<file path="src/rtl/quad_uart_arb_pkg.sv">
// Shared types, default widths and the round-robin pick helper for quad_uart_wb_arbiter.
package quad_uart_arb_pkg;

  localparam int DEF_NUM_MASTERS = 4;
  localparam int DEF_ADR_W       = 32;
  localparam int DEF_DAT_W       = 32;
  localparam int DEF_TIMEOUT     = 255;
  localparam int RR_MAX          = 8;

  typedef enum logic {ARB_IDLE, ARB_OWN} arb_state_e;

  // First requester at or after ptr, wrapping modulo n; one-hot result, 0 if nobody asks.
  function automatic logic [RR_MAX-1:0] rr_pick(input logic [RR_MAX-1:0] req,
                                                input logic [2:0]        ptr,
                                                input int unsigned       n);
    logic [RR_MAX-1:0] g;
    logic              found;
    int unsigned       idx;
    g     = '0;
    found = 1'b0;
    for (int unsigned i = 0; i < RR_MAX; i++) begin
      idx = (32'(ptr) + i) % n;
      if (i < n && !found && req[idx[2:0]]) begin
        g[idx[2:0]] = 1'b1;
        found       = 1'b1;
      end
    end
    return g;
  endfunction

endpackage

</file>
<file path="src/rtl/quad_uart_wb_arbiter_if.sv">
// Bus bundle between the requesting masters, the arbiter and the quad_uart_top slave port.
interface quad_uart_wb_arbiter_if
  import quad_uart_arb_pkg::*;
#(
  parameter int NUM_MASTERS = DEF_NUM_MASTERS,
  parameter int ADR_W       = DEF_ADR_W,
  parameter int DAT_W       = DEF_DAT_W
) ();

  logic [NUM_MASTERS-1:0]                m_cyc_i;
  logic [NUM_MASTERS-1:0]                m_stb_i;
  logic [NUM_MASTERS-1:0]                m_we_i;
  logic [NUM_MASTERS-1:0][ADR_W-1:0]     m_adr_i;
  logic [NUM_MASTERS-1:0][DAT_W-1:0]     m_dat_i;
  logic [NUM_MASTERS-1:0][DAT_W/8-1:0]   m_sel_i;
  logic [DAT_W-1:0]                      m_dat_o;
  logic [NUM_MASTERS-1:0]                m_ack_o;
  logic [NUM_MASTERS-1:0]                m_err_o;
  logic [NUM_MASTERS-1:0]                gnt_o;

  logic                                  s_cyc_o;
  logic                                  s_stb_o;
  logic                                  s_we_o;
  logic [ADR_W-1:0]                      s_adr_o;
  logic [DAT_W-1:0]                      s_dat_o;
  logic [DAT_W/8-1:0]                    s_sel_o;
  logic [DAT_W-1:0]                      s_dat_i;
  logic                                  s_ack_i;

  // Arbiter side.
  modport slave (
    input  m_cyc_i, m_stb_i, m_we_i, m_adr_i, m_dat_i, m_sel_i, s_dat_i, s_ack_i,
    output m_dat_o, m_ack_o, m_err_o, gnt_o,
           s_cyc_o, s_stb_o, s_we_o, s_adr_o, s_dat_o, s_sel_o
  );

  // Masters plus the downstream slave, as seen from outside the arbiter.
  modport master (
    output m_cyc_i, m_stb_i, m_we_i, m_adr_i, m_dat_i, m_sel_i, s_dat_i, s_ack_i,
    input  m_dat_o, m_ack_o, m_err_o, gnt_o,
           s_cyc_o, s_stb_o, s_we_o, s_adr_o, s_dat_o, s_sel_o
  );

endinterface

</file>
<file path="src/rtl/quad_uart_arb_rr.sv">
// Combinational round-robin selector: one-hot grant for the first requester at/after ptr.
module quad_uart_arb_rr
  import quad_uart_arb_pkg::*;
#(
  parameter int N     = DEF_NUM_MASTERS,
  parameter int PTR_W = $clog2(N)
) (
  input  logic [N-1:0]     req,
  input  logic [PTR_W-1:0] ptr,
  output logic [N-1:0]     gnt
);

  assign gnt = N'(rr_pick(RR_MAX'(req), 3'(ptr), N));

endmodule

</file>
<file path="src/rtl/quad_uart_wb_arbiter.sv">
// Round-robin Wishbone arbiter in front of quad_uart_top; the grant is held for a whole CYC tenure.
// Optional ack timeout with error termination: define QUAD_UART_ARB_TIMEOUT_EN.
module quad_uart_wb_arbiter
  import quad_uart_arb_pkg::*;
#(
  parameter int NUM_MASTERS    = DEF_NUM_MASTERS,
  parameter int ADR_W          = DEF_ADR_W,
  parameter int DAT_W          = DEF_DAT_W,
  parameter int TIMEOUT_CYCLES = DEF_TIMEOUT
) (
  input  logic                  wb_clk_i,
  input  logic                  wb_rst_i,
  quad_uart_wb_arbiter_if.slave bus
);

  localparam int PTR_W = $clog2(NUM_MASTERS);
  localparam int SEL_W = DAT_W / 8;

  if (NUM_MASTERS < 2 || NUM_MASTERS > RR_MAX || TIMEOUT_CYCLES < 1) begin : g_cfg_err
    $error("quad_uart_wb_arbiter: unsupported parameter set");
  end

  arb_state_e             state_q, state_d;
  logic [NUM_MASTERS-1:0] gnt_q, gnt_d, pick;
  logic [PTR_W-1:0]       ptr_q, ptr_d, gnt_idx;
  logic                   own_cyc, stb_raw, to_hit;

  quad_uart_arb_rr #(.N(NUM_MASTERS), .PTR_W(PTR_W)) u_rr (
    .req (bus.m_cyc_i),
    .ptr (ptr_q),
    .gnt (pick)
  );

  always_comb begin
    gnt_idx = '0;
    for (int k = 0; k < NUM_MASTERS; k++)
      if (gnt_q[k]) gnt_idx = PTR_W'(k);
  end

  assign own_cyc = |(bus.m_cyc_i & gnt_q);
  assign stb_raw = |(bus.m_stb_i & gnt_q);

  always_ff @(posedge wb_clk_i or negedge wb_rst_i) begin
    if (!wb_rst_i) begin
      state_q <= ARB_IDLE;
      gnt_q   <= '0;
      ptr_q   <= '0;
    end else begin
      state_q <= state_d;
      gnt_q   <= gnt_d;
      ptr_q   <= ptr_d;
    end
  end

  always_comb begin
    state_d = state_q;
    gnt_d   = gnt_q;
    ptr_d   = ptr_q;
    case (state_q)
      ARB_IDLE: if (|bus.m_cyc_i) begin
        state_d = ARB_OWN;
        gnt_d   = pick;
      end
      ARB_OWN: if (!own_cyc) begin
        // Owner released: fall back to IDLE for one dead cycle, next owner is the one after it.
        state_d = ARB_IDLE;
        gnt_d   = '0;
        ptr_d   = (gnt_idx == PTR_W'(NUM_MASTERS - 1)) ? '0 : gnt_idx + 1'b1;
      end
      default: state_d = ARB_IDLE;
    endcase
  end

`ifdef QUAD_UART_ARB_TIMEOUT_EN
  localparam int TO_W = $clog2(TIMEOUT_CYCLES + 1);
  logic [TO_W-1:0] to_cnt;

  // Hit depends only on the registered count, so forcing STB low here cannot loop back.
  assign to_hit = (state_q == ARB_OWN) && stb_raw && (to_cnt == TO_W'(TIMEOUT_CYCLES));

  always_ff @(posedge wb_clk_i or negedge wb_rst_i) begin
    if (!wb_rst_i)                                                      to_cnt <= '0;
    else if (state_q != ARB_OWN || !stb_raw || bus.s_ack_i || to_hit) to_cnt <= '0;
    else                                                                to_cnt <= to_cnt + 1'b1;
  end

  assign bus.m_err_o = to_hit ? gnt_q : '0;
`else
  assign to_hit      = 1'b0;
  assign bus.m_err_o = '0;
`endif

  logic             mux_we;
  logic [ADR_W-1:0] mux_adr;
  logic [DAT_W-1:0] mux_dat;
  logic [SEL_W-1:0] mux_sel;

  always_comb begin
    mux_we  = 1'b0;
    mux_adr = '0;
    mux_dat = '0;
    mux_sel = '0;
    for (int k = 0; k < NUM_MASTERS; k++) begin
      if (gnt_q[k]) begin
        mux_we  = bus.m_we_i[k];
        mux_adr = bus.m_adr_i[k];
        mux_dat = bus.m_dat_i[k];
        mux_sel = bus.m_sel_i[k];
      end
    end
  end

  assign bus.s_cyc_o = own_cyc;
  assign bus.s_stb_o = stb_raw & ~to_hit;
  assign bus.s_we_o  = mux_we;
  assign bus.s_adr_o = mux_adr;
  assign bus.s_dat_o = mux_dat;
  assign bus.s_sel_o = mux_sel;
  assign bus.gnt_o   = gnt_q;
  assign bus.m_ack_o = {NUM_MASTERS{bus.s_ack_i}} & gnt_q & bus.m_stb_i;
  assign bus.m_dat_o = bus.s_dat_i;

endmodule

</file>
<file path="src/flat_wrapper.sv">
// flat-port wrapper written by rule: the top's interface ports become plain ports
module quad_uart_wb_arbiter_flat import quad_uart_arb_pkg::*;
#(
  parameter int NUM_MASTERS    = DEF_NUM_MASTERS,
  parameter int ADR_W          = DEF_ADR_W,
  parameter int DAT_W          = DEF_DAT_W,
  parameter int TIMEOUT_CYCLES = DEF_TIMEOUT
)
  (wb_clk_i, wb_rst_i, bus_m_cyc_i, bus_m_stb_i, bus_m_we_i, bus_m_adr_i, bus_m_dat_i, bus_m_sel_i, bus_s_dat_i, bus_s_ack_i, bus_m_dat_o, bus_m_ack_o, bus_m_err_o, bus_gnt_o, bus_s_cyc_o, bus_s_stb_o, bus_s_we_o, bus_s_adr_o, bus_s_dat_o, bus_s_sel_o);
  quad_uart_wb_arbiter_if #(.NUM_MASTERS(NUM_MASTERS), .ADR_W(ADR_W), .DAT_W(DAT_W)) bus_i ();
  input  logic wb_clk_i;
  input  logic wb_rst_i;
  input wire logic [$bits(bus_i.m_cyc_i)-1:0] bus_m_cyc_i;
  input wire logic [$bits(bus_i.m_stb_i)-1:0] bus_m_stb_i;
  input wire logic [$bits(bus_i.m_we_i)-1:0] bus_m_we_i;
  input wire logic [$bits(bus_i.m_adr_i)-1:0] bus_m_adr_i;
  input wire logic [$bits(bus_i.m_dat_i)-1:0] bus_m_dat_i;
  input wire logic [$bits(bus_i.m_sel_i)-1:0] bus_m_sel_i;
  input wire logic [$bits(bus_i.s_dat_i)-1:0] bus_s_dat_i;
  input wire logic [$bits(bus_i.s_ack_i)-1:0] bus_s_ack_i;
  output wire logic [$bits(bus_i.m_dat_o)-1:0] bus_m_dat_o;
  output wire logic [$bits(bus_i.m_ack_o)-1:0] bus_m_ack_o;
  output wire logic [$bits(bus_i.m_err_o)-1:0] bus_m_err_o;
  output wire logic [$bits(bus_i.gnt_o)-1:0] bus_gnt_o;
  output wire logic [$bits(bus_i.s_cyc_o)-1:0] bus_s_cyc_o;
  output wire logic [$bits(bus_i.s_stb_o)-1:0] bus_s_stb_o;
  output wire logic [$bits(bus_i.s_we_o)-1:0] bus_s_we_o;
  output wire logic [$bits(bus_i.s_adr_o)-1:0] bus_s_adr_o;
  output wire logic [$bits(bus_i.s_dat_o)-1:0] bus_s_dat_o;
  output wire logic [$bits(bus_i.s_sel_o)-1:0] bus_s_sel_o;
  assign bus_i.m_cyc_i = bus_m_cyc_i;
  assign bus_i.m_stb_i = bus_m_stb_i;
  assign bus_i.m_we_i = bus_m_we_i;
  assign bus_i.m_adr_i = bus_m_adr_i;
  assign bus_i.m_dat_i = bus_m_dat_i;
  assign bus_i.m_sel_i = bus_m_sel_i;
  assign bus_i.s_dat_i = bus_s_dat_i;
  assign bus_i.s_ack_i = bus_s_ack_i;
  assign bus_m_dat_o = bus_i.m_dat_o;
  assign bus_m_ack_o = bus_i.m_ack_o;
  assign bus_m_err_o = bus_i.m_err_o;
  assign bus_gnt_o = bus_i.gnt_o;
  assign bus_s_cyc_o = bus_i.s_cyc_o;
  assign bus_s_stb_o = bus_i.s_stb_o;
  assign bus_s_we_o = bus_i.s_we_o;
  assign bus_s_adr_o = bus_i.s_adr_o;
  assign bus_s_dat_o = bus_i.s_dat_o;
  assign bus_s_sel_o = bus_i.s_sel_o;
  quad_uart_wb_arbiter #(.NUM_MASTERS(NUM_MASTERS), .ADR_W(ADR_W), .DAT_W(DAT_W), .TIMEOUT_CYCLES(TIMEOUT_CYCLES)) u_core (.wb_clk_i(wb_clk_i), .wb_rst_i(wb_rst_i), .bus(bus_i));
endmodule
</file>
<file path="config.mk">
export PLATFORM = sky130hd
export DESIGN_NAME = quad_uart_wb_arbiter_flat
export DESIGN_NICKNAME = d
export VERILOG_FILES = /design/src/rtl/quad_uart_arb_pkg.sv /design/src/rtl/quad_uart_wb_arbiter_if.sv /design/src/rtl/quad_uart_arb_rr.sv /design/src/rtl/quad_uart_wb_arbiter.sv /design/src/flat_wrapper.sv
export SDC_FILE = /design/constraint.sdc
export NUM_CORES = 1
export LEC_CHECK = 0
export BUFFER_PORTS_ARGS = -buffer_cell sky130_fd_sc_hd__buf_2
export CAP_MARGIN = 20
export CORE_AREA = 2 2 168 170
export DETAILED_ROUTE_END_ITERATION = 10
export DIE_AREA = 0 0 170 172
export SLEW_MARGIN = 0
export SYNTH_ARGS = -nofsm -noshare
export SYNTH_HDL_FRONTEND = slang
export SYNTH_SLANG_ARGS = --single-unit
</file>
<file path="constraint.sdc">
create_clock -name wb_clk_i -period 5.45 [get_ports wb_clk_i]
set_input_delay 0.2725 -clock wb_clk_i [delete_from_list [all_inputs] [get_ports wb_clk_i]]
set_output_delay 0.2725 -clock wb_clk_i [all_outputs]
set_load 0.02 [all_outputs]
</file>
== Word level (Yosys, flattened, before mapping) ==
Index checks and enable logic that the tools add are counted.

* Word-level logic and storage cells: 91
* Register bits: 7
* Output and inout port bits: 115
* Input port bits: 319

* Equal/unequal tests: 3
* Bitwise operators: 9
* Reductions and logical operators: 15
* Muxes and demuxes: 49
* Add/sub/neg operators: 4
* Order comparisons: 8

{| class="wikitable"
|+ Operators with widths
! kind !! number
|-
| 2-to-1 mux 32 bit || 8
|-
| 2-to-1 mux 4 bit || 10
|-
| 2-to-1 mux 1 bit || 18
|-
| AND 4 bit || 4
|-
| less-than comparator 2 x 4 -> 1 bit, second input constant || 4
|-
| OR 4 bit || 3
|-
| OR reduction 4 bit || 3
|-
| binary-select mux 1 bit (select 2 bit) || 4
|-
| demux 1 bit (select 2 bit) || 4
|-
| >= comparator 2 x 1 -> 1 bit, second input constant || 4
|-
| one-hot mux 4 bit (2 select lines) || 1
|-
| logical AND 1 bit || 7
|-
| 2-to-1 mux 2 bit || 3
|-
| adder 2 x 1 -> 2 bit, second input constant || 2
|-
| adder 2 bit, second input constant || 2
|-
| AND reduction 2 bit || 2
|-
| zero test 1 bit || 3
|-
| == test 2 bit, second input constant || 1
|-
| != test 2 x 1 -> 1 bit, second input constant || 1
|-
| != test 2 bit, second input constant || 1
|-
| inverter 1 bit || 2
|-
| one-hot mux 1 bit (2 select lines) || 1
|}

== Depth between registers and ports, before layout ==
Gate-level depths: netlist of run 1.

* Word-level depth: 14
* Gate-level depth with buffers: 7
* Depth with buffers taken out: 6

== Cells and area by module ==
A second synthesis of run 1 with hierarchy kept.

* Cells, all modules: 436
* Area total of the unflattened synthesis: 3129.3 um^2

{| class="wikitable"
|+ Modules (own cells, without submodules)
! module !! seq. area each (um^2) !! area each (um^2) !! instances !! cells each
|-
| quad_uart_wb_arbiter || 175.2 || 2791.4 || 1 || 400
|-
| quad_uart_arb_rr || 0.0 || 337.8 || 1 || 36
|}

== Worst setup path after synthesis of run 1 ==
No wires, ideal clock.

* Path kind: register to output
* From: register u_core.gnt_q[0], in the netlist u_core.bus.gnt_o[0]
* To: output bus_s_adr_o[21]
* Stages on the path, launching flop included: 6
* Setup slack: 3.407 ns
* Data arrival time: 1.771 ns
* Buffers on the path: 2
* Data required time: 5.178 ns
* Path through: dfrtp_1 nor2b_1 clkbuf_1 clkbuf_1 a221oi_1 o31ai_1

* Cells in the longest elaborated chain, start to end: 4

{| class="wikitable"
|+ Ends and longest elaborated chain
! what !! line !! RTL
|-
| start, declared || quad_uart_wb_arbiter.sv:24 || <nowiki>logic [NUM_MASTERS-1:0] gnt_q, gnt_d, pick;</nowiki>
|-
| start signal, assigned || quad_uart_wb_arbiter.sv:50 || <nowiki>gnt_q <= gnt_d;</nowiki>
|-
| 2-to-1 mux 32 bit (4 in series) || quad_uart_wb_arbiter.sv:104 || <nowiki>if (gnt_q[k]) begin</nowiki>
|-
| end, declared || flat_wrapper.sv:28 || <nowiki>output wire logic [$bits(bus_i.s_adr_o)-1:0] bus_s_adr_o;</nowiki>
|}

No other way between the ends.

== Worst setup path in the final report of run 1 ==
* From: register u_core.gnt_q[2], in the netlist u_core.bus.gnt_o[2]
* To: output bus_s_dat_o[6]

* Cells in the longest elaborated chain, start to end: 2

{| class="wikitable"
|+ Ends and longest elaborated chain
! what !! line !! RTL
|-
| 2-to-1 mux 32 bit (2 in series) || quad_uart_wb_arbiter.sv:104 ||
|-
| end, declared || flat_wrapper.sv:29 || <nowiki>output wire logic [$bits(bus_i.s_dat_o)-1:0] bus_s_dat_o;</nowiki>
|}

No other way between the ends.

==> results of run 1 <==
-- stage by stage --
stage	worst slack [ns]	utilization (%)	hold WS, ns	std cells	total power (µW)
final	2.65	18.0	0.420	1078	1860
after global routing	2.48	18.0	0.449	1078	2000
after CTS	2.10	17.9	0.442	1075	1860
after detailed placement	2.35	17.6	0.116	1070	1730
after global placement	2.50	17.6	0.121	1070	1710
after floorplan	3.41	-	-0.0231	441	1240
-- cell type report --
class                      count  area [µm²]  share of cell area [%]
sequential                     7         184                    3.72
tap                          346         433                    8.76
timing repair buffer         371        1890                    38.2
inverter                       3        11.3                   0.228
multi-input combinational    345        2350                    47.4
clock buffer                   4        78.8                    1.59
antenna                        2        5.00                   0.101
-- metal layers --
| layer | GRT usage [%] | vias to the layer above |
|---|---|---|
| li1 | - | 2234 |
| met1 | 11.9 | 2132 |
| met2 | 17.0 | 308 |
| met3 | 1.72 | 23 |
| met4 | 3.20 | 2 |
| met5 | 0 | - |
-- cell usage after synthesis, types with 2 or more instances --
| cell | number |
|---|---|
| and3_1 | 4 |
| nor2b_1 | 71 |
| nand3_1 | 9 |
| o2111ai_1 | 4 |
| a21oi_1 | 2 |
| dfrtp_1 | 7 |
| ha_1 | 7 |
| a221oi_1 | 68 |
| a22oi_1 | 8 |
| buf_4 | 39 |
| mux2_2 | 2 |
| o31ai_1 | 70 |
| buf_2 | 4 |
| inv_1 | 3 |
| nand4_1 | 4 |
| clkbuf_1 | 41 |
| nor2_1 | 3 |
| mux4_2 | 2 |
| nand2_1 | 75 |
-- sequential cells by signal, summed over array words and instances (netlist names) --
signal            flops
u_core.bus.gnt_o      4
u_core.ptr_q          2
u_core.state_q        1
-- worst register-to-register path, stage by stage, from the launching register on --
cell and delay [ns]:
dfrtp_1 0.61, inv_1 0.17, ha_1 0.38, mux4_2 0.56, nor3_4 0.29, nand4_1 0.17, o2111ai_1 0.12
-- worst paths after layout --
path,startpoint,endpoint,cells past startpoint
max,u_core.bus.gnt_o[2],bus_s_dat_o[6],4
min,wb_rst_i,u_core.bus.gnt_o[2],2
max reg2reg,u_core.ptr_q[0],u_core.bus.gnt_o[1],6
min reg2reg,u_core.state_q,u_core.state_q,2
max in group asynchronous,wb_rst_i,u_core.bus.gnt_o[3],2
min in group wb_clk_i,bus_m_cyc_i[3],u_core.state_q,3
-- layout by cell type, fill, tap and decap left out, types with 2 or more instances in the layout --
cell and count:
a21oi_1 2, a221oi_1 68, a22oi_1 8, and3_1 4
buf_2 365, buf_4 4, clkbuf_16 3, conb_1 4
dfrtp_1 4, dfrtp_4 2, diode_2 2, ha_1 7
inv_1 3, mux2_2 2, mux4_2 2, nand2_1 75
nand3_1 9, nand4_1 4, nor2_1 3, nor2b_1 70
nor2b_4 2, o2111ai_1 4, o31ai_1 70
-- cells by family after synthesis --
logic type	after synthesis	synth area share (%)
other	1	0.125
AND/OR/NAND/NOR	173	30.0
AO/OA/AOI/OAI	157	42.3
multiplexers	4	2.25
buffers and inverters	89	16.5
adder cells (fa/ha/maj)	7	2.92
flip-flops	7	5.85
-- power groups by stage --
stage / sequential [µW] / combinational [µW] / clock (µW)
after floorplan: 101 / 1140 / 0
after global placement: 183 / 1530 / 0
after detailed placement: 190 / 1540 / 0
after CTS: 187 / 1550 / 128
after global routing: 199 / 1670 / 133
final: 186 / 1550 / 127
-- repair_timing --
item                                   CTS  global route
setup buffers                            0             0
endpoints found under the hold margin    7             0
hold buffers                             1             0
==> out/summary.txt, run 1 <==
Die ar. - 0.0292 mm²
cell row count - 61
most area-consuming cells after synthesis - a221oi_1 (20%), o31ai_1 (18%), nor2b_1 (15%)
Die Wd - 170 µm
Syn Inst Count - 438
vias - 4699
final max-slew violation count - 0
Max Clock Freq - 0.358 GHz
Synth Flop Type - dfrtp_1
CP Max Fanout - 100
Arrival @ worst endpoint - 2.52 ns
antenna-violating nets left - 0
CTS Root Cell - clkbuf_16
initial antenna violation count - 3
Chip Height - 172 µm
clock tree buffer depth - 2
RSZ-0062 raised after global routing - false
cell-internal power - 783 µW
cts bufs inserted - 3
layout cells sized above 1 - 52.9%
dpl cell area - 0.00483 mm²
Max Clock Skew - 0.000798 ns
wire per inst - 15.3 µm
number of synthesized register bits - 7
status - finished clean
CP endpoint kind - output pin
max layer used - met5
PortBufs - 365
post-layout instance area - 0.00494 mm²
clk slew on worst S/H paths - 0.04 ns
area delta synth->final - 65.0%
Synth area leader - a221oi_1
FILL cells - 3142
Cell Pwr Density - 377 mW/mm²
Residual DRC - 0
CP Launch Type - flop
IO Pins - 434
r2r setup slk - 3.05 ns
Syn. warnings - 0
Worst Path Buf+Inv - 2
TNS Setup - 0 ns
top-area cell type share of the netlist area - 19.9%
Hold Crit Class - input port to async pin
Cell variety after synth - 34
Nets - 1057
Final Critical Period - 2.80 ns
WL met1 - 6450 µm
DRT iter0 DRCs - 289
clock power share - 6.8%
CTS tree - built
Reg power frac - 10.0%
slowest cell delay on critical path - 1.03 ns
vias in the first global route - 3990
GPL Wtd Cong - 0.795
drt first pass iters - 5
Post-synth EDFFs - 0
Comb pwr share - 83.2%
register area share after synthesis - 5.85%
crit path kind - flop to output pin
total congestion overflow - 0
Req. time, crit path - 5.18 ns
first-pass GRT wire length - 22100 µm
Setup Viol. Count Final - 0
largest net degree at the start of global routing - 101
met3 routed WL - 1650 µm
total of max-cap violations - 0
metal2 WL - 8100 µm
Leak - 0.00233 µW
Core Box Area - 0.0275 mm²
Switching Share - 57.9%
CTS HTree Levels - 1
final hold vios - 0
VDD IR-drop max - 0.000146 V
Psw - 1080 µW
Synth async-reset ratio - 100%
Synth Cell Area - 0.00300 mm²
CTS resizes - 0
CTS sink cnt - 7
Mean Syn Cell Area - 6.84 µm²
aggregate routed wire length - 16500 µm
Crit path max-delay family - flip-flops
via/cell ratio - 4.36
clk_lat worst skew - 0.24 ns
Total GRT Usage - 9.66%
DP Wirelength - 12900 µm
Cell Chain, Critical Path - buf_4 -> a221oi_1 -> o31ai_1 -> buf_2
Relative slew margins - 34.0%
critical path's slowest cell - dfrtp_4
Slew @ Worst Pin - 0.989 ns
period utilization - 51.3%
Initial Utilization - 10.9%
Power figures use the tool's default switching activity.
==> run 2, diff against run 1 <==
--- a/config.mk
+++ b/config.mk
@@ -5,6 +5,7 @@
 export SDC_FILE = /design/constraint.sdc
 export NUM_CORES = 1
 export LEC_CHECK = 0
+export ABC_AREA = 1
 export BUFFER_PORTS_ARGS = -buffer_cell sky130_fd_sc_hd__buf_2
 export CAP_MARGIN = 20
 export CORE_AREA = 2 2 168 170
==> constraint.sdc (replaced) <==
create_clock -name wb_clk_i -period 2.8 [get_ports wb_clk_i]
set_input_delay 0.14 -clock wb_clk_i [delete_from_list [all_inputs] [get_ports wb_clk_i]]
set_output_delay 0.14 -clock wb_clk_i [all_outputs]
set_load 0.02 [all_outputs]
==> run 2 against run 1 <==
Net effect: critical endpoint is now bus_s_adr_o[31]; critical path depth up 4; synthesized cell count is 42% higher; combinational power grew to 3.4 times the previous value; largest power group unchanged; synthesized area up 5.3%; design area is 4.4% higher.
==> out/summary.txt, run 2 <==
footprint of the multi-input gates - 0.00219 mm²
Die ar. - 0.0292 mm²
Residual DRC - 0
FILL cells - 3174
Synth Flop Type - dfrtp_1
Cell Pwr Density - 1100 mW/mm²
largest family of logic cells by synthesized area - simple AND/OR/NAND/NOR gates
slowest cell delay on critical path - 0.47 ns
drt first pass iters - 5
CP Max Fanout - 38
clock tree buffer depth - 2
Slew @ Worst Pin - 0.624 ns
post-synthesis mux area share - 0%
RSZ-0062 raised after global routing - false
final max-slew violation count - 0
clk_lat worst skew - 0.23 ns
placed insts - 1261
commonest non-fill, non-tap cell in the layout - buf_2
Synth area leader - nand3_1
Die Wd - 170 µm
layout cells sized above 1 - 42.8%
Post-CTS Setup Bufs - 0
most area-consuming cells after synthesis - nand3_1 (26%), nand2_1 (13%), a21oi_1 (11%)
Mean Syn Cell Area - 5.08 µm²
dpl cell area - 0.00507 mm²
CTS Root Cell - clkbuf_16
Core Box Area - 0.0275 mm²
Initial Utilization - 11.5%
commonest cells after routing, fill and taps aside - buf_2 (365), nand3_1 (162), nand2_1 (113)
Total GRT Usage - 10.1%
register area share after synthesis - 5.55%
Cell variety after synth - 26
clk slew on worst S/H paths - 0.04 ns
xor/xnor cell area share of the yosys netlist - 0%
Max Clock Skew - 0.000391 ns
Largest register FFs - 4
antenna-violating nets left - 0
Layout Utilization - 18.8%
IO Pins - 434
total congestion overflow - 0
Chip Height - 172 µm
vias - 5381
Req. time, crit path - 2.66 ns
# hold bufs at CTS - 1
CTS tree - built
aggregate routed wire length - 17100 µm
VDD IR-drop max - 0.000395 V
post-layout instance area - 0.00516 mm²
via/cell ratio - 4.25
final non-filler cell total - 1266
Arrival @ worst endpoint - 1.84 ns
Nets - 1247
cts bufs inserted - 3
most common cell in the netlist - nand3_1
largest net degree at the start of global routing - 75
Max Clock Freq - 0.504 GHz
area delta synth->final - 63.6%
r2r setup slk - 0.89 ns
register area - 179 µm²
final hold vios - 0
vias in the first global route - 4689
Setup Viol. Count Final - 0
antenna diode count - 0
GPL Wtd Cong - 0.799
crit path kind - flop to output pin
top cells by count, synth - nand3_1 (162), nand2_1 (113), inv_1 (82), a21oi_1 (70), o21ai_1 (43)
status - finished clean
Synth Area in Simple Gates - 43.1%
period utilization - 70.9%
Post-synth EDFFs - 0
CP endpoint kind - output pin
CTS resizes - 0
Syn Inst Count - 621
Relative slew margins - 58.4%
top-area cell type share of the netlist area - 25.7%
CP Launch Type - flop
wire per inst - 13.5 µm
CTS sink cnt - 7
CTS HTree Levels - 1
Synth Area in Adders - 2.78%
Synth async-reset ratio - 100%
Synth Cell Area - 0.00316 mm²
Syn. warnings - 0
DP Wirelength - 13200 µm
Final Critical Period - 1.98 ns
critical path's slowest cell - dfrtp_1
cell row count - 61
first-pass GRT wire length - 23300 µm
number of synthesized register bits - 7
initial antenna violation count - 0
Leak - 0.00318 µW
compound-cell area share of the yosys netlist - 22.8%
Hold Crit Class - input port to output pin
PortBufs - 365
total of max-cap violations - 0
DRT iter0 DRCs - 330
Cell Chain, Critical Path - inv_2 -> nor2_4 -> buf_4 -> nand2_1 -> nand3_1 -> o21ai_0 -> inv_1 -> buf_2
TNS Setup - 0 ns
[run 2: layout make-up]
class	instances	area share (%)
tap	346	8.38
multi-input combinational	447	42.5
timing repair buffer	374	37.7
clock buffer	4	1.53
sequential	7	3.46
inverter	88	6.45
[run 2: cells by family (layout without fill, tap and decap cells)]
kind of cell | after synthesis | count (layout)
AOI/OAI and AO/OA | 143 | 143
adders and majority gates | 7 | 7
buffers and inverters | 170 | 466
DFF | 7 | 7
other | 1 | 4
and+or+nand+nor | 293 | 293
[run 2: path summary, 6_finish.rpt]
kind | cells after the start | to | start
max | 8 | bus_s_adr_o[31] | u_core.bus.gnt_o[1]
max in group asynchronous | 2 | u_core.bus.gnt_o[2] | wb_rst_i
max reg2reg | 11 | u_core.bus.gnt_o[1] | u_core.ptr_q[0]
min in group asynchronous | 2 | u_core.ptr_q[0] | wb_rst_i
min reg2reg | 3 | u_core.bus.gnt_o[0] | u_core.state_q
min | 0 | bus_m_dat_o[14] | bus_s_dat_i[14]
[run 2: worst max-delay path: cells and delay by family (launching register included)]
| kind | cells | cell delay [ns] |
|---|---|---|
| buf+inv | 4 | 0.71 |
| flops | 1 | 0.47 |
| simple gates | 3 | 0.28 |
| compound gates | 1 | 0.12 |
[run 2: through the flow]
step / total power, µW / hold slack, ns / setup WS (ns)
after floorplan: 3800 / -0.156 / 1.18
after global placement: 5370 / -0.00946 / 0.990
after global routing: 6220 / 0.280 / 0.685
after CTS: 5690 / 0.280 / 0.813
after detailed placement: 5410 / -0.00267 / 0.938
final: 5670 / 0.280 / 0.816
[run 2: power by group]
part / internal [µW] / leakage [µW] / switching (µW) / total, µW
Combinational: 1750 / 0.00306 / 3450 / 5200
Clock: 190 / 0.0000382 / 54.1 / 244
Sequential: 146 / 0.0000849 / 74.2 / 221
Total: 2090 / 0.00318 / 3580 / 5670
[run 2: metal layers]
layer  track usage [%]  wire, µm  share of wire (%)  up-vias
met5                 0         0                  0        -
met1              11.5      6730                 39     2409
met4              2.30       294                1.7        0
met2              19.3      8570                 50      333
met3              1.90      1540                9.0       30
li1                  -         -                  -     2609
==> run 3, diff against run 2 <==
==> constraint.sdc (replaced) <==
create_clock -name wb_clk_i -period 1.92 [get_ports wb_clk_i]
set_input_delay 0.096 -clock wb_clk_i [delete_from_list [all_inputs] [get_ports wb_clk_i]]
set_output_delay 0.096 -clock wb_clk_i [all_outputs]
set_load 0.02 [all_outputs]
==> run 3 against run 2 <==
Net effect: the flow now finishes with violations (negative setup slack); highest routed layer unchanged; hold slack got worse by 0.088 ns; die area did not move; largest power group unchanged; via count rose by 0.22%; non-clock buffer count rose by 23; design area rose by 5.3%; sequential power rose by 29%; global-route usage rose by 0.37 points.
==> out/summary.txt, run 3 (same netlist as run 2, synthesis figures left out) <==
area delta synth->final - 72.3%
Setup Viol. Count Final - 1
Cell Pwr Density - 1600 mW/mm²
Layout Utilization - 19.8%
GPL Wtd Cong - 0.821
Core Box Area - 0.0275 mm²
reg2reg start - u_core.ptr_q[0]
Switching Share - 61.3%
crit path to - bus_s_sel_o[1]
CP Launch Type - flop
CTS Root Cell - clkbuf_16
antenna diode count - 0
Chip Height - 172 µm
Largest register FFs - 4
Req. time, crit path - 1.82 ns
Max Clock Freq - 0.511 GHz
DP Wirelength - 14200 µm
Arrival @ worst endpoint - 1.86 ns
first-pass GRT wire length - 23500 µm
r2r setup slk - 0.29 ns
status - complete, but fails checks
Die Wd - 170 µm
Relative slew margins - 66.1%
final hold vios - 0
Crit. Startpoint - u_core.bus.gnt_o[2]
final max-slew violation count - 0
Max Clock Skew - 0.000492 ns
violated checks - negative setup slack
IO Pins - 434
total of max-cap violations - 0
cell-internal power - 3380 µW
Stages on worst setup path - 7
clk_lat worst skew - 0.23 ns
vias in the first global route - 4498
Comb pwr share - 92.7%
post-layout instance area - 0.00544 mm²
antenna-violating nets left - 0
vias - 5393
cts bufs inserted - 3
Final Critical Period - 1.96 ns
slowest cell delay on critical path - 0.45 ns
wire per inst - 13.8 µm
DRT iter0 DRCs - 301
clock power share - 4.0%
CP endpoint kind - output pin
Post-Place Worst Slack - 0.240 ns
commonest cells after routing, fill and taps aside - buf_2 (365), nand3_1 (162), nand2_1 (113)
commonest non-fill, non-tap cell in the layout - buf_2
CTS sink cnt - 7
Initial Utilization - 11.5%
Total GRT Usage - 10.4%
Critical R2R Capture - u_core.bus.gnt_o[3]
largest net degree at the start of global routing - 41
Leak - 0.00332 µW
Residual DRC - 0
placed insts - 1276
clock tree buffer depth - 2
VDD IR-drop max - 0.000537 V
Psw - 5350 µW
final non-filler cell total - 1289
Reg power frac - 3.3%
CTS tree - built
Worst Path Buf+Inv - 4
Crit path max-delay family - buffers and inverters
dpl cell area - 0.00524 mm²
Die ar. - 0.0292 mm²
drt first pass iters - 5
Cell Chain, Critical Path - buf_4 -> buf_12 -> a21oi_1 -> nand3_1 -> o21ai_0 -> inv_1 -> buf_2
CTS HTree Levels - 1
cell count of the worst reg-to-reg path - 11
Nets - 1270
Setup WS post-layout - -0.0378 ns
PortBufs - 365
overall power - 8720 µW
layout cells sized above 1 - 44.2%
aggregate routed wire length - 17800 µm
clk slew on worst S/H paths - 0.04 ns
cell row count - 61
period utilization - 102%
critical path's slowest cell - dfrtp_2
total congestion overflow - 0
Slew @ Worst Pin - 0.503 ns
CP Max Fanout - 38
Hold Crit Class - input port to output pin
via/cell ratio - 4.18
crit path kind - flop to output pin
initial antenna violation count - 0
[run 3: cell types whose count changed in the layout (fill, tap and decap cells not counted), sizes merged]
| cell | delta |
|---|---|
| clkbuf | +1 |
| buf | +22 |
[run 3: through the flow]
stage	hold WS, ns	TNS [ns]
after global placement	-0.0615	0
final	0.192	-0.0378
after CTS	0.192	0
after detailed placement	-0.0501	0
after global routing	0.192	-0.00294
after floorplan	-0.200	0
[run 3: repair_timing]
item | in CTS | in global routing
gates cloned | 1 | 1
hold endpoints to repair | 7 | 0
buffers inserted | 4 | 3
pin swaps | 1 | 1
hold buffers | 1 | 0
setup endpoints to repair | 1 | 19
gates resized for setup | 0 | 1
[run 3: worst reg2reg max path, delay by kind of cell, from the launching register on]
kind                       cells  cell delay (ns)
and+or+nand+nor                8             0.64
DFF                            1             0.38
adders and majority gates      1             0.36
buffers and inverters          2             0.19
[run 3: worst min path at each step]
stage | slack, ns | from | end | cells after the start
2_1_floorplan | -0.20 | wb_rst_i | u_core.bus.gnt_o[0] | 0
3_3_place_gp | -0.06 | wb_rst_i | u_core.ptr_q[1] | 1
3_5_place_dp | -0.05 | wb_rst_i | u_core.bus.gnt_o[1] | 1
4_1_cts | 0.19 | bus_s_dat_i[15] | bus_m_dat_o[15] | 0
5_1_grt | 0.19 | bus_s_dat_i[14] | bus_m_dat_o[14] | 0
6_report | 0.19 | bus_s_dat_i[22] | bus_m_dat_o[22] | 0
[run 3: metal layers]
metal  up-vias  global-route usage [%]  part of all wire, %
met3        36                    1.53                  8.3
met4         0                    3.90                  3.3
met1      2371                    12.3                   39
met2       329                    19.2                   49
met5         -                       0                    0
li1       2657                       -                    -
[run 3: power groups by stage]
stage,Clock [µW],Combinational [µW],Sequential [µW]
floorplan,0,5240,301
global route,375,8910,293
finish,353,8090,286
CTS,358,8090,291
detailed placement,0,7890,292
global placement,0,7870,288
[run 3: layout make-up]
class	instances	area (µm²)
Clock buffer	4	78.8
Fill cell	3150	22000
Timing Repair Buffer	397	2220
Inverter	88	333
Sequential cell	7	179
Tap cell	346	433
Multi-Input combinational cell	447	2190
